<file path="src/rtl/wb_uart_echo_pkg.sv">
`default_nettype none
// ============================================================================
// Module   : wb_uart_echo_pkg
// Purpose  : Shared types and constants for the UART echo bus master:
//            FSM state encoding, mode codes, payload width and the
//            byte transform applied on the receive path.
// Revision : 1.0 - initial release
// ============================================================================
package wb_uart_echo_pkg;

  // Payload carried per bus transaction (dat[7:0]).
  localparam int PAYLOAD_W = 8;

  // Consecutive reads (with data queued) allowed before a write is forced.
  localparam int STARVE_LIMIT = 4;

  // Operating modes selected by mode_i.
  localparam logic [1:0] MODE_ECHO = 2'd0;
  localparam logic [1:0] MODE_XOR  = 2'd1;
  localparam logic [1:0] MODE_SINK = 2'd2;
  localparam logic [1:0] MODE_RSVD = 2'd3;

  // Bus master FSM states.
  typedef enum logic [2:0] {
    ST_IDLE    = 3'd0,
    ST_RD_REQ  = 3'd1,
    ST_RD_WAIT = 3'd2,
    ST_WR_REQ  = 3'd3,
    ST_WR_WAIT = 3'd4
  } state_t;

  // Byte transform applied at read ack. Reserved mode behaves as echo;
  // sink mode is handled by suppressing the push, not here.
  function automatic logic [PAYLOAD_W-1:0] transform_byte(
    input logic [1:0]           mode,
    input logic [PAYLOAD_W-1:0] data,
    input logic [PAYLOAD_W-1:0] mask
  );
    return (mode == MODE_XOR) ? (data ^ mask) : data;
  endfunction

endpackage : wb_uart_echo_pkg
`default_nettype wire

</file>
<file path="src/rtl/sync_fifo.sv">
`default_nettype none
// ============================================================================
// Module   : sync_fifo
// Purpose  : Single-clock FIFO with combinational head output, full/empty
//            flags and an occupancy count that reaches DEPTH when full.
//            Simultaneous push and pop are supported.
// Revision : 1.0 - initial release
// ============================================================================
module sync_fifo
  import wb_uart_echo_pkg::*;
#(
  parameter int WIDTH = PAYLOAD_W,
  parameter int DEPTH = 16
) (
  input  logic                     clk,
  input  logic                     rst_n,
  input  logic                     push,
  input  logic [WIDTH-1:0]         push_data,
  input  logic                     pop,
  output logic [WIDTH-1:0]         head,
  output logic                     full,
  output logic                     empty,
  output logic [$clog2(DEPTH):0]   level
);

  localparam int AW = $clog2(DEPTH);

  logic [WIDTH-1:0] mem [DEPTH];
  logic [AW-1:0]    wr_ptr;
  logic [AW-1:0]    rd_ptr;
  logic [AW:0]      count;
  logic             do_push;
  logic             do_pop;

  // A pop frees a slot in the same cycle, so a push into a full FIFO is
  // accepted only when accompanied by a pop.
  assign do_pop  = pop && !empty;
  assign do_push = push && (!full || do_pop);

  assign full  = (count == (AW+1)'(DEPTH));
  assign empty = (count == '0);
  assign level = count;
  assign head  = mem[rd_ptr];

  // Storage array; contents need no reset since reads are gated by count.
  always_ff @(posedge clk) begin
    if (do_push) begin
      mem[wr_ptr] <= push_data;
    end
  end

  // Pointers wrap naturally modulo DEPTH (power of two); count tracks occupancy.
  always_ff @(posedge clk or negedge rst_n) begin
    if (!rst_n) begin
      wr_ptr <= '0;
      rd_ptr <= '0;
      count  <= '0;
    end else begin
      if (do_push) begin
        wr_ptr <= wr_ptr + AW'(1);
      end
      if (do_pop) begin
        rd_ptr <= rd_ptr + AW'(1);
      end
      case ({do_push, do_pop})
        2'b10:   count <= count + (AW+1)'(1);
        2'b01:   count <= count - (AW+1)'(1);
        default: count <= count;
      endcase
    end
  end

endmodule : sync_fifo
`default_nettype wire

</file>
<file path="src/rtl/wb_uart_echo_master.sv">
`default_nettype none
// ============================================================================
// Module   : wb_uart_echo_master
// Purpose  : Wishbone B4 pipelined master that drains RX bytes from a UART
//            slave into a local FIFO, optionally transforms them, and writes
//            them back to the slave for transmission. Provides read/write
//            arbitration with anti-starvation, a bus timeout and status.
// Revision : 1.0 - initial release
// ============================================================================
module wb_uart_echo_master
  import wb_uart_echo_pkg::*;
#(
  parameter int         DATA_WIDTH     = 32,
  parameter int         ADDR_WIDTH     = 4,
  parameter int         RX_ADDR        = 0,
  parameter int         TX_ADDR        = 0,
  parameter int         FIFO_DEPTH     = 16,
  parameter logic [7:0] XOR_MASK       = 8'h20,
  parameter int         TIMEOUT_CYCLES = 255
) (
  input  logic                          wb_clk_i,
  input  logic                          wb_rst_ni,
  output logic                          wb_cyc_o,
  output logic                          wb_stb_o,
  output logic                          wb_we_o,
  output logic [ADDR_WIDTH-1:0]         wb_adr_o,
  output logic [DATA_WIDTH-1:0]         wb_dat_o,
  input  logic [DATA_WIDTH-1:0]         wb_dat_i,
  input  logic                          wb_ack_i,
  input  logic                          wb_stall_i,
  input  logic                          int_rx_i,
  input  logic [1:0]                    mode_i,
  input  logic                          err_clr_i,
  output logic [$clog2(FIFO_DEPTH):0]   level_o,
  output logic [15:0]                   rx_count_o,
  output logic                          err_o
);

  localparam int                    LVL_W      = $clog2(FIFO_DEPTH) + 1;
  localparam int                    TMO_W      = (TIMEOUT_CYCLES > 1) ? $clog2(TIMEOUT_CYCLES) : 1;
  localparam bit                    TMO_EN     = (TIMEOUT_CYCLES != 0);
  localparam logic [TMO_W-1:0]      TMO_LAST   = TMO_W'(TIMEOUT_CYCLES - 1);
  localparam logic [2:0]            STREAK_MAX = 3'(STARVE_LIMIT);
  localparam logic [ADDR_WIDTH-1:0] RX_A       = ADDR_WIDTH'(RX_ADDR);
  localparam logic [ADDR_WIDTH-1:0] TX_A       = ADDR_WIDTH'(TX_ADDR);

  state_t                 state;
  state_t                 state_nxt;
  logic [TMO_W-1:0]       tmo_cnt;
  logic                   tmo_hit;
  logic                   timeout;
  logic [2:0]             rd_streak;
  logic                   streak_hit;
  logic                   rd_grant;
  logic                   wr_grant;
  logic                   rd_ack;
  logic                   fifo_push;
  logic                   fifo_pop;
  logic                   fifo_full;
  logic                   fifo_empty;
  logic [PAYLOAD_W-1:0]   fifo_head;
  logic [PAYLOAD_W-1:0]   push_byte;
  logic [LVL_W-1:0]       fifo_level;
  logic [15:0]            rx_count;
  logic                   err;
  logic                   unused_dat_hi;

  // Only the low byte of read data carries payload.
  assign unused_dat_hi = ^wb_dat_i[DATA_WIDTH-1:PAYLOAD_W];

  // Mode is sampled at the read ack, so queued bytes keep the transform
  // that was active when they arrived.
  assign push_byte  = transform_byte(mode_i, wb_dat_i[PAYLOAD_W-1:0], XOR_MASK);
  assign tmo_hit    = TMO_EN && (tmo_cnt == TMO_LAST);
  assign streak_hit = (rd_streak == STREAK_MAX);

  sync_fifo #(
    .WIDTH (PAYLOAD_W),
    .DEPTH (FIFO_DEPTH)
  ) u_fifo (
    .clk       (wb_clk_i),
    .rst_n     (wb_rst_ni),
    .push      (fifo_push),
    .push_data (push_byte),
    .pop       (fifo_pop),
    .head      (fifo_head),
    .full      (fifo_full),
    .empty     (fifo_empty),
    .level     (fifo_level)
  );

  // Next-state, arbitration and bus outputs. Bus progress (stall release or
  // ack) takes precedence over a timeout landing in the same cycle.
  always_comb begin
    state_nxt = state;
    rd_grant  = 1'b0;
    wr_grant  = 1'b0;
    rd_ack    = 1'b0;
    fifo_push = 1'b0;
    fifo_pop  = 1'b0;
    timeout   = 1'b0;
    wb_cyc_o  = 1'b0;
    wb_stb_o  = 1'b0;
    wb_we_o   = 1'b0;
    wb_adr_o  = '0;
    wb_dat_o  = '0;
    case (state)
      ST_IDLE: begin
        if (streak_hit && !fifo_empty) begin
          state_nxt = ST_WR_REQ;
          wr_grant  = 1'b1;
        end else if (int_rx_i && !fifo_full) begin
          state_nxt = ST_RD_REQ;
          rd_grant  = 1'b1;
        end else if (!fifo_empty) begin
          state_nxt = ST_WR_REQ;
          wr_grant  = 1'b1;
        end
      end
      ST_RD_REQ: begin
        wb_cyc_o = 1'b1;
        wb_stb_o = 1'b1;
        wb_adr_o = RX_A;
        if (!wb_stall_i) begin
          state_nxt = ST_RD_WAIT;
        end else if (tmo_hit) begin
          state_nxt = ST_IDLE;
          timeout   = 1'b1;
        end
      end
      ST_RD_WAIT: begin
        wb_cyc_o = 1'b1;
        wb_adr_o = RX_A;
        if (wb_ack_i) begin
          state_nxt = ST_IDLE;
          rd_ack    = 1'b1;
          fifo_push = (mode_i != MODE_SINK);
        end else if (tmo_hit) begin
          state_nxt = ST_IDLE;
          timeout   = 1'b1;
        end
      end
      ST_WR_REQ: begin
        wb_cyc_o = 1'b1;
        wb_stb_o = 1'b1;
        wb_we_o  = 1'b1;
        wb_adr_o = TX_A;
        wb_dat_o = {{(DATA_WIDTH-PAYLOAD_W){1'b0}}, fifo_head};
        if (!wb_stall_i) begin
          state_nxt = ST_WR_WAIT;
        end else if (tmo_hit) begin
          state_nxt = ST_IDLE;
          timeout   = 1'b1;
        end
      end
      ST_WR_WAIT: begin
        wb_cyc_o = 1'b1;
        wb_we_o  = 1'b1;
        wb_adr_o = TX_A;
        wb_dat_o = {{(DATA_WIDTH-PAYLOAD_W){1'b0}}, fifo_head};
        if (wb_ack_i) begin
          state_nxt = ST_IDLE;
          fifo_pop  = 1'b1;
        end else if (tmo_hit) begin
          state_nxt = ST_IDLE;
          timeout   = 1'b1;
        end
      end
      default: begin
        state_nxt = ST_IDLE;
      end
    endcase
  end

  // FSM state register.
  always_ff @(posedge wb_clk_i or negedge wb_rst_ni) begin
    if (!wb_rst_ni) begin
      state <= ST_IDLE;
    end else begin
      state <= state_nxt;
    end
  end

  // Timeout counter: restarts on every state change, counts while on the bus.
  always_ff @(posedge wb_clk_i or negedge wb_rst_ni) begin
    if (!wb_rst_ni) begin
      tmo_cnt <= '0;
    end else if (state_nxt != state) begin
      tmo_cnt <= '0;
    end else if (TMO_EN && wb_cyc_o) begin
      tmo_cnt <= tmo_cnt + TMO_W'(1);
    end
  end

  // Anti-starvation: count reads granted while data is already queued.
  always_ff @(posedge wb_clk_i or negedge wb_rst_ni) begin
    if (!wb_rst_ni) begin
      rd_streak <= '0;
    end else if (wr_grant) begin
      rd_streak <= '0;
    end else if (rd_grant) begin
      if (fifo_empty) begin
        rd_streak <= '0;
      end else if (!streak_hit) begin
        rd_streak <= rd_streak + 3'd1;
      end
    end
  end

  // Received-byte counter, including bytes discarded in sink mode.
  always_ff @(posedge wb_clk_i or negedge wb_rst_ni) begin
    if (!wb_rst_ni) begin
      rx_count <= '0;
    end else if (rd_ack) begin
      rx_count <= rx_count + 16'd1;
    end
  end

  // Sticky timeout flag; a new timeout beats a simultaneous clear.
  always_ff @(posedge wb_clk_i or negedge wb_rst_ni) begin
    if (!wb_rst_ni) begin
      err <= 1'b0;
    end else if (timeout) begin
      err <= 1'b1;
    end else if (err_clr_i) begin
      err <= 1'b0;
    end
  end

  assign level_o    = fifo_level;
  assign rx_count_o = rx_count;
  assign err_o      = err;

endmodule : wb_uart_echo_master
`default_nettype wire
</file>
<file path="config.mk">
export PLATFORM = sky130hd
export DESIGN_NAME = wb_uart_echo_master
export DESIGN_NICKNAME = d
export VERILOG_FILES = /design/src/rtl/wb_uart_echo_pkg.sv /design/src/rtl/sync_fifo.sv /design/src/rtl/wb_uart_echo_master.sv
export SDC_FILE = /design/constraint.sdc
export NUM_CORES = 1
export LEC_CHECK = 0
export CAP_MARGIN = 20
export CORE_AREA = 2 2 128 130
export DETAILED_ROUTE_END_ITERATION = 16
export DIE_AREA = 0 0 130 132
export GPL_ROUTABILITY_DRIVEN = 0
export PLACE_DENSITY = 0.75
export SLEW_MARGIN = 30
export SYNTH_ARGS = -nofsm -noshare
export SYNTH_HDL_FRONTEND = slang
export SYNTH_HIERARCHICAL = 1
export SYNTH_SLANG_ARGS = --single-unit
</file>
<file path="constraint.sdc">
create_clock -name wb_clk_i -period 2.5 [get_ports wb_clk_i]
set_input_delay 0.625 -clock wb_clk_i [delete_from_list [all_inputs] [get_ports wb_clk_i]]
set_output_delay 0.625 -clock wb_clk_i [all_outputs]
set_load 0.05 [all_outputs]
</file>
==> results.md, run 1 <==
* Setup violations, final at 8
* Worst setup margin at -371.2 ps
* Pleak at 3.516 nW
* Status: finished, violations left
* Worst Tran Pin Value at 769.4 ps
* Syn avg cell area at 15.43 sq um
* Int Pwr at 6.188 mW
* RSZ-0062 raised after global routing: true
* Critical Path AT at 2250 ps
* Final hold violations at 0
* Flop pwr share at 37.5%
* FFs w/ async S/R, synth at 25.58%
* CTS hold repair buffers at 0
* N_diodes at 0
* Routed Antenna Nets at 0
* Sequential Area at 4950 sq um
* Detailed Place HPWL at 10.38 mm
* CTS tree: built
* NetSw at 3.284 mW
* Clock latency on the worst-skew pair at 420 ps
* CTS H-tree depth at 4
* Largest net degree at the start of global routing at 33
* R2r setup slk at 140 ps
* Setup CP Type: reg -> out
* Worst-case clock buffer depth at 2
* Required time worst endpoint at 1880 ps
* Combinational Power Share at 37.7%
* Row cnt at 46
* Layout Skew at 10.99 ps
* Netlist cell types at 62
* Cell count after synthesis at 500
* Post-synth EDFFs at 128
* Post-Route WL at 15.68 mm
* Worst hold path class: in -> async
* PD cells at 984.7 nW/um^2
* Post-synthesis sequential area ratio at 64.08%
* Max cap viols at 0
* Critical Path Fanout Max at 11
* Wirelength per Cell at 18.94 um
* Switching share of power at 34.67%
* Clock sink count at 172
* Initial DRT Pass Iterations at 5
* R2R Path Start: u_fifo/level[3]
* Yosys top cell by area: edfxtp_1
* Tmin final at 2871 ps
* Share of layout cells above drive strength 1 at 28.59%
* Initial antenna violation count at 0
* CP startpoint kind: flip-flop
* # port buffers at 48
* # fillers at 1148
* #FFs+latches synth at 172
* Failing checks: setup timing
* GRT overflow at 0
* Reg2reg end: u_fifo/level[3]
* GRT Util Overall at 19.20%
* Vias in the first global route at 4685
* Clock root cell: clkbuf_16
* Most common cell in the netlist: edfxtp_1
* Final worst-path cycle share at 114.8%
* Main flop type after synthesis: edfxtp_1
* Die Footprint at 17160 sq um
* Post-route DRC at 0
* Worst slew margin at 48.46%
* Core area at 15710 sq um
* First-pass GRT wire length at 25.03 mm
* Routed vias at 4517
* Fmax at 348.3 MHz
* Reg2reg path depth at 9
* Final Max Tran Viols at 0
* Endpoint class of the critical path: output pin
* Initial Utilization at 49.11%
* Syn-to-layout area delta at 24.66%
* Commonest cells in the netlist: 128 x edfxtp_1, 44 x dfrtp_1, 32 x mux4_2, 28 x buf_4, 27 x xnor2_1
* Vias per cell at 5.455
* Die H at 132 um
* TNS Setup at -2801 ps
* Clock Power Share at 24.9%
* Synth top area cells: edfxtp_1 50%, dfrtp_1 14%, mux4_2 9.3%, xnor2_1 3.1%, buf_4 2.7%
* Multi-input gate area at 2685 sq um
* Post-synth top area share at 49.81%
* Final Util at 61.22%
* Die Span X at 130 um
* Yosys warns at 6
* Cts bufs inserted at 17
* Peak VDD IR at 0.0007954 V
* Post-Syn Area at 7716 sq um
* Final nets at 654
* Io pins at 101
* 1st-iter DRT viols at 293
* Clock Pin Slew Worst Setup and Hold Paths at 60 ps
==> worst max-delay path by stage <==
stage / from / end / slack (ps) / cells past startpoint
5_1_grt: u_fifo/rd_ptr[0] / wb_dat_o[0] / -440 / 7
6_report: u_fifo/rd_ptr[0] / wb_dat_o[6] / -370 / 7
4_1_cts: u_fifo/rd_ptr[0] / wb_dat_o[0] / -400 / 6
2_1_floorplan: wb_ack_i / u_fifo/level[4] / -80 / 10
3_5_place_dp: wb_ack_i / u_fifo/level[4] / -360 / 9
3_3_place_gp: wb_ack_i / u_fifo/level[4] / -340 / 9
==> cell families (layout without fill, tap and decap cells) <==
kind of cell    Yosys count  in the layout  synth area share, %
flops                   172            172                64.08
simple gates            135            135                10.23
buf+inv                  60            145                4.573
compound gates           49             49                4.962
mux                      36             36                9.891
xor+xnor                 33             33                3.843
fa+ha+maj                14             14                2.368
other cells               1             28              0.04860
==> flip-flops by register name, indices dropped and copies added, names as in the netlist <==
register	flops
u_fifo/mem	128
rx_count_o	16
tmo_cnt	8
u_fifo/level	5
u_fifo/rd_ptr	4
u_fifo/wr_ptr	4
rd_streak	3
state	3
err_o	1
==> layout make-up <==
cell class	instances	area share [%]
multi-input cells	295	27.91
flip-flops and latches	172	51.46
repair buffers	101	11.88
well taps	216	2.810
clock inverters	13	0.9755
inverters	13	0.5073
clock buffers	18	4.462
==> through the flow <==
stage / setup WS [ps] / area (sq um) / cells / power (mW) / hold WS (ps)
finish: -371.2 / 9619 / 828 / 9.472 / 251.6
global route: -444.5 / 9619 / 828 / 9.908 / 288.7
CTS: -396.1 / 9497 / 823 / 9.381 / 275.2
detailed placement: -359.8 / 8797 / 789 / 6.784 / 475.2
global placement: -337.8 / 8790 / 789 / 6.674 / 467.9
floorplan: -83.54 / 7843 / 527 / 5.823 / 329.4
==> worst max-delay path: stages (launching register included) <==
cell and delay (ps):
dfrtp_2 460, buf_12 190, buf_6 110, mux4_2 500, a22oi_2 170, nand2_1 100
and2_1 160, buf_6 150
==> power groups by stage <==
stage	Clock, mW	Sequential, mW	Combinational, mW
final	2.35	3.55	3.57
after global placement	0	3.58	3.10
after detailed placement	0	3.59	3.19
after global routing	2.50	3.58	3.82
after CTS	2.39	3.54	3.45
after floorplan	0	3.74	2.08
==> routing by layer <==
metal / track usage (%) / up-vias / share of wire, % / routed length (um)
li1: - / 2055 / - / -
met1: 24.32 / 2287 / 42 / 6517
met2: 32.11 / 157 / 51 / 7972
met3: 5.804 / 18 / 6.3 / 987
met4: 5.197 / 0 / 1.3 / 204
met5: 0 / - / 0 / 0
==> cells in the final DEF (no fill, tap or decap), types with 3 or more instances in the layout <==
cell | Yosys | routed
ha_1 | 13 | 11
a22oi_2 | 0 | 15
mux4_2 | 32 | 32
clkinvlp_4 | 0 | 3
inv_1 | 13 | 12
nor2_1 | 16 | 13
nand2b_1 | 7 | 6
and4_1 | 3 | 3
conb_1 | 1 | 28
nand3_1 | 13 | 13
and3_1 | 10 | 10
nand4_1 | 6 | 6
clkdlybuf4s50_1 | 0 | 35
a21oi_1 | 8 | 7
clkinv_2 | 0 | 3
nor3_2 | 3 | 3
and2_1 | 15 | 15
edfxtp_1 | 128 | 128
buf_6 | 2 | 9
clkbuf_16 | 0 | 17
dfrtp_1 | 44 | 40
nand2_1 | 26 | 26
buf_12 | 0 | 17
nor3_1 | 13 | 13
xor2_1 | 5 | 5
dfrtp_2 | 0 | 4
buf_4 | 28 | 35
a32o_1 | 3 | 3
inv_6 | 0 | 4
xnor2_1 | 27 | 26
==> what timing repair did <==
action,in CTS,in global routing
cloned,2,0
setup buffers,1,5
gates resized for setup,25,17
endpoints found under the setup margin,9,12
pin swaps,1,3
(Power assumes the default switching activity.)
==> run 2: changes to the inputs <==
clock period = 2.55 ns   (was 2.5 ns; I/O delays follow)
==> run 2 against run 1 <==
Net effect: the run still ends with setup timing left; via count decreased by 1.0%; sequential power is 1% lower; non-clock buffer count is 1 lower; critical endpoint is now wb_dat_o[3]; clock skew is 2.6 ps lower; first-iteration DRC count rose by 13%; power decreased by 2.0%; worst setup slack gained 27 ps; critical path type unchanged; routed wire length increased by 2.3%; critical path depth is 1 lower; sequential share of layout area up 0.49 points.
==> results.md, run 2 (synthesized netlist as in run 1, its figures left out) <==
* Status: finished, violations left (unchanged)
* Max incr delay on CP at 530 ps (was 500 ps)
* Die Footprint at 17160 sq um (unchanged)
* Largest net degree at the start of global routing at 33 (unchanged)
* Most flop-heavy register: u_fifo/mem (unchanged)
* Routed Antenna Nets at 0 (unchanged)
* Critical Path AT at 2260 ps (was 2250 ps)
* Initial antenna violation count at 0 (unchanged)
* Wirelength per Cell at 19.38 um (was 18.94 um)
* Post-Place Setup Slack at -315.5 ps (was -359.8 ps)
* Worst setup margin at -344.3 ps (was -371.2 ps)
* Setup CP Type: reg -> out (unchanged)
* Tmin final at 2894 ps
* Io pins at 101 (unchanged)
* CP Cell Sequence: buf_12 > mux4_2 > a22oi_2 > nand2_1 > and2_4 > buf_6 (was buf_12 > buf_6 > mux4_2 > a22oi_2 > nand2_1 > and2_1 > buf_6)
* Fin area at 9534 sq um (was 9619 sq um)
* Largest register FFs at 128 (unchanged)
* Peak VDD IR at 0.0009580 V (was 0.0007954 V)
* CTS H-tree depth at 4 (unchanged)
* Detailed Place HPWL at 10.56 mm (was 10.38 mm)
* Final Max Tran Viols at 0 (unchanged)
* Failing checks: setup timing (unchanged)
* Max cap viols at 0 (unchanged)
* Layout Skew at 8.346 ps (was 10.99 ps)
* # fillers at 1156 (was 1148)
* Commonest non-fill, non-tap cell in the layout: edfxtp_1 (unchanged)
* Final Util at 60.68% (was 61.22%)
* Clock Pin Slew Worst Setup and Hold Paths at 70 ps (was 60 ps)
* Initial Utilization at 49.11% (unchanged)
* Vias per cell at 5.399 (was 5.455)
* GRT overflow at 0 (unchanged)
* Vias in the first global route at 4624 (was 4685)
* Endpoint class of the critical path: output pin (unchanged)
* Setup violations, final at 8 (unchanged)
* Cts bufs inserted at 17 (unchanged)
* Final nets at 653 (was 654)
* CTS hold repair buffers at 0 (unchanged)
* Worst Tran Pin Value at 677.7 ps (was 769.4 ps)
* Core area at 15710 sq um (unchanged)
* Syn-to-layout area delta at 23.56% (was 24.66%)
* # port buffers at 48 (unchanged)
* CTS tree: built (unchanged)
* Worst-case clock buffer depth at 2 (unchanged)
* N_diodes at 0 (unchanged)
* Critical Path Fanout Max at 9 (was 11)
* Die Span X at 130 um (unchanged)
* RSZ-0062 raised after global routing: true (unchanged)
* TNS Setup at -2535 ps (was -2801 ps)
* Initial DRT Pass Iterations at 5 (unchanged)
* First-pass GRT wire length at 25.18 mm (was 25.03 mm)
* PD cells at 973.5 nW/um^2 (was 984.7 nW/um^2)
* Die H at 132 um (unchanged)
* Area after DPL at 8782 sq um (was 8797 sq um)
* Post-route DRC at 0 (unchanged)
* Fmax at 345.5 MHz
* GRT Util Overall at 19.68% (was 19.20%)
* Share of layout cells above drive strength 1 at 28.43% (was 28.59%)
* Clock root cell: clkbuf_16 (unchanged)
* CP startpoint kind: flip-flop (unchanged)
* Pleak at 3.499 nW (was 3.516 nW)
* Clock latency on the worst-skew pair at 420 ps (about the same)
* Worst slew margin at 54.82% (was 48.46%)
* Required time worst endpoint at 1910 ps (was 1880 ps)
* Most frequent cells in the layout: 128 x edfxtp_1, 41 x buf_4, 40 x dfrtp_1, 36 x clkdlybuf4s50_1, 32 x mux4_2 (was 128 x edfxtp_1, 40 x dfrtp_1, 35 x clkdlybuf4s50_1, 35 x buf_4, 32 x mux4_2)
* 1st-iter DRT viols at 332 (was 293)
* Final worst-path cycle share at 113.5%
* Hold_ws at 246.2 ps (was 251.6 ps)
* Clock sink count at 172 (unchanged)
* Row cnt at 46 (unchanged)
* Post-Route WL at 16.04 mm (was 15.68 mm)
* Routed vias at 4470 (was 4517)
* Slowest cell on crit path: dfrtp_4 (was mux4_2)
* Final hold violations at 0 (unchanged)
* Worst hold path class: in -> async (unchanged)
-- run 2: metal layers --
layer  up-vias  GRT usage [%]  wire, um
met5         -              0         0
met4         0          5.137       216
met3        12          5.601       864
met2       140          33.42      8480
met1      2257          24.77      6483
li1       2061              -         -
-- run 2: critical path, delay by kind of cell, from the launching register on --
kind | cells | cell delay [ps]
buffers and inverters | 2 | 320
AOI/OAI and AO/OA | 1 | 240
DFF | 1 | 530
muxes | 1 | 520
and+or+nand+nor | 2 | 220
-- run 2: area by class of cell --
type | instances | area [sq um] | share of cell area [%]
tap | 216 | 270.3 | 2.835
timing repair buffer | 100 | 1044 | 10.94
multi-input combinational | 295 | 2646 | 27.76
sequential | 172 | 4952 | 51.94
clock inverter | 15 | 147.6 | 1.549
clock buffer | 17 | 425.4 | 4.462
inverter | 13 | 48.80 | 0.5118
-- run 2: where the power goes --
| group | internal [mW] | switching (mW) |
|---|---|---|
| combinational | 1.48 | 1.84 |
| clock | 1.30 | 1.16 |
| sequential | 3.22 | 0.273 |
| total | 6.00 | 3.28 |
-- run 2: repair_timing --
action / 4_1_cts / 5_1_grt
pin swaps: 2 / 2
gates resized for setup: 22 / 14
endpoints found under the setup margin: 9 / 10
buffers inserted: 2 / 0
cloned: 1 / 0
-- run 2: worst paths after layout --
path	to	startpoint	cells past startpoint	slack (ps)
worst max-delay path	wb_dat_o[3]	u_fifo/rd_ptr[0]	6	-340
worst min-delay path	rx_count_o[7]	wb_rst_ni	1	250
worst max register to register	u_fifo/level[3]	u_fifo/level[1]	9	110
worst min register to register	rx_count_o[15]	rx_count_o[15]	1	480
max in group asynchronous	tmo_cnt[5]	wb_rst_ni	2	1690
min in group wb_clk_i	rx_count_o[15]	rx_count_o[15]	1	480
-- run 2: through the flow --
step / power, mW / cells
6_report: 9.281 / 828
5_1_grt: 9.718 / 828
4_1_cts: 9.308 / 829
3_5_place_dp: 6.643 / 794
3_3_place_gp: 6.549 / 794
2_1_floorplan: 5.691 / 527
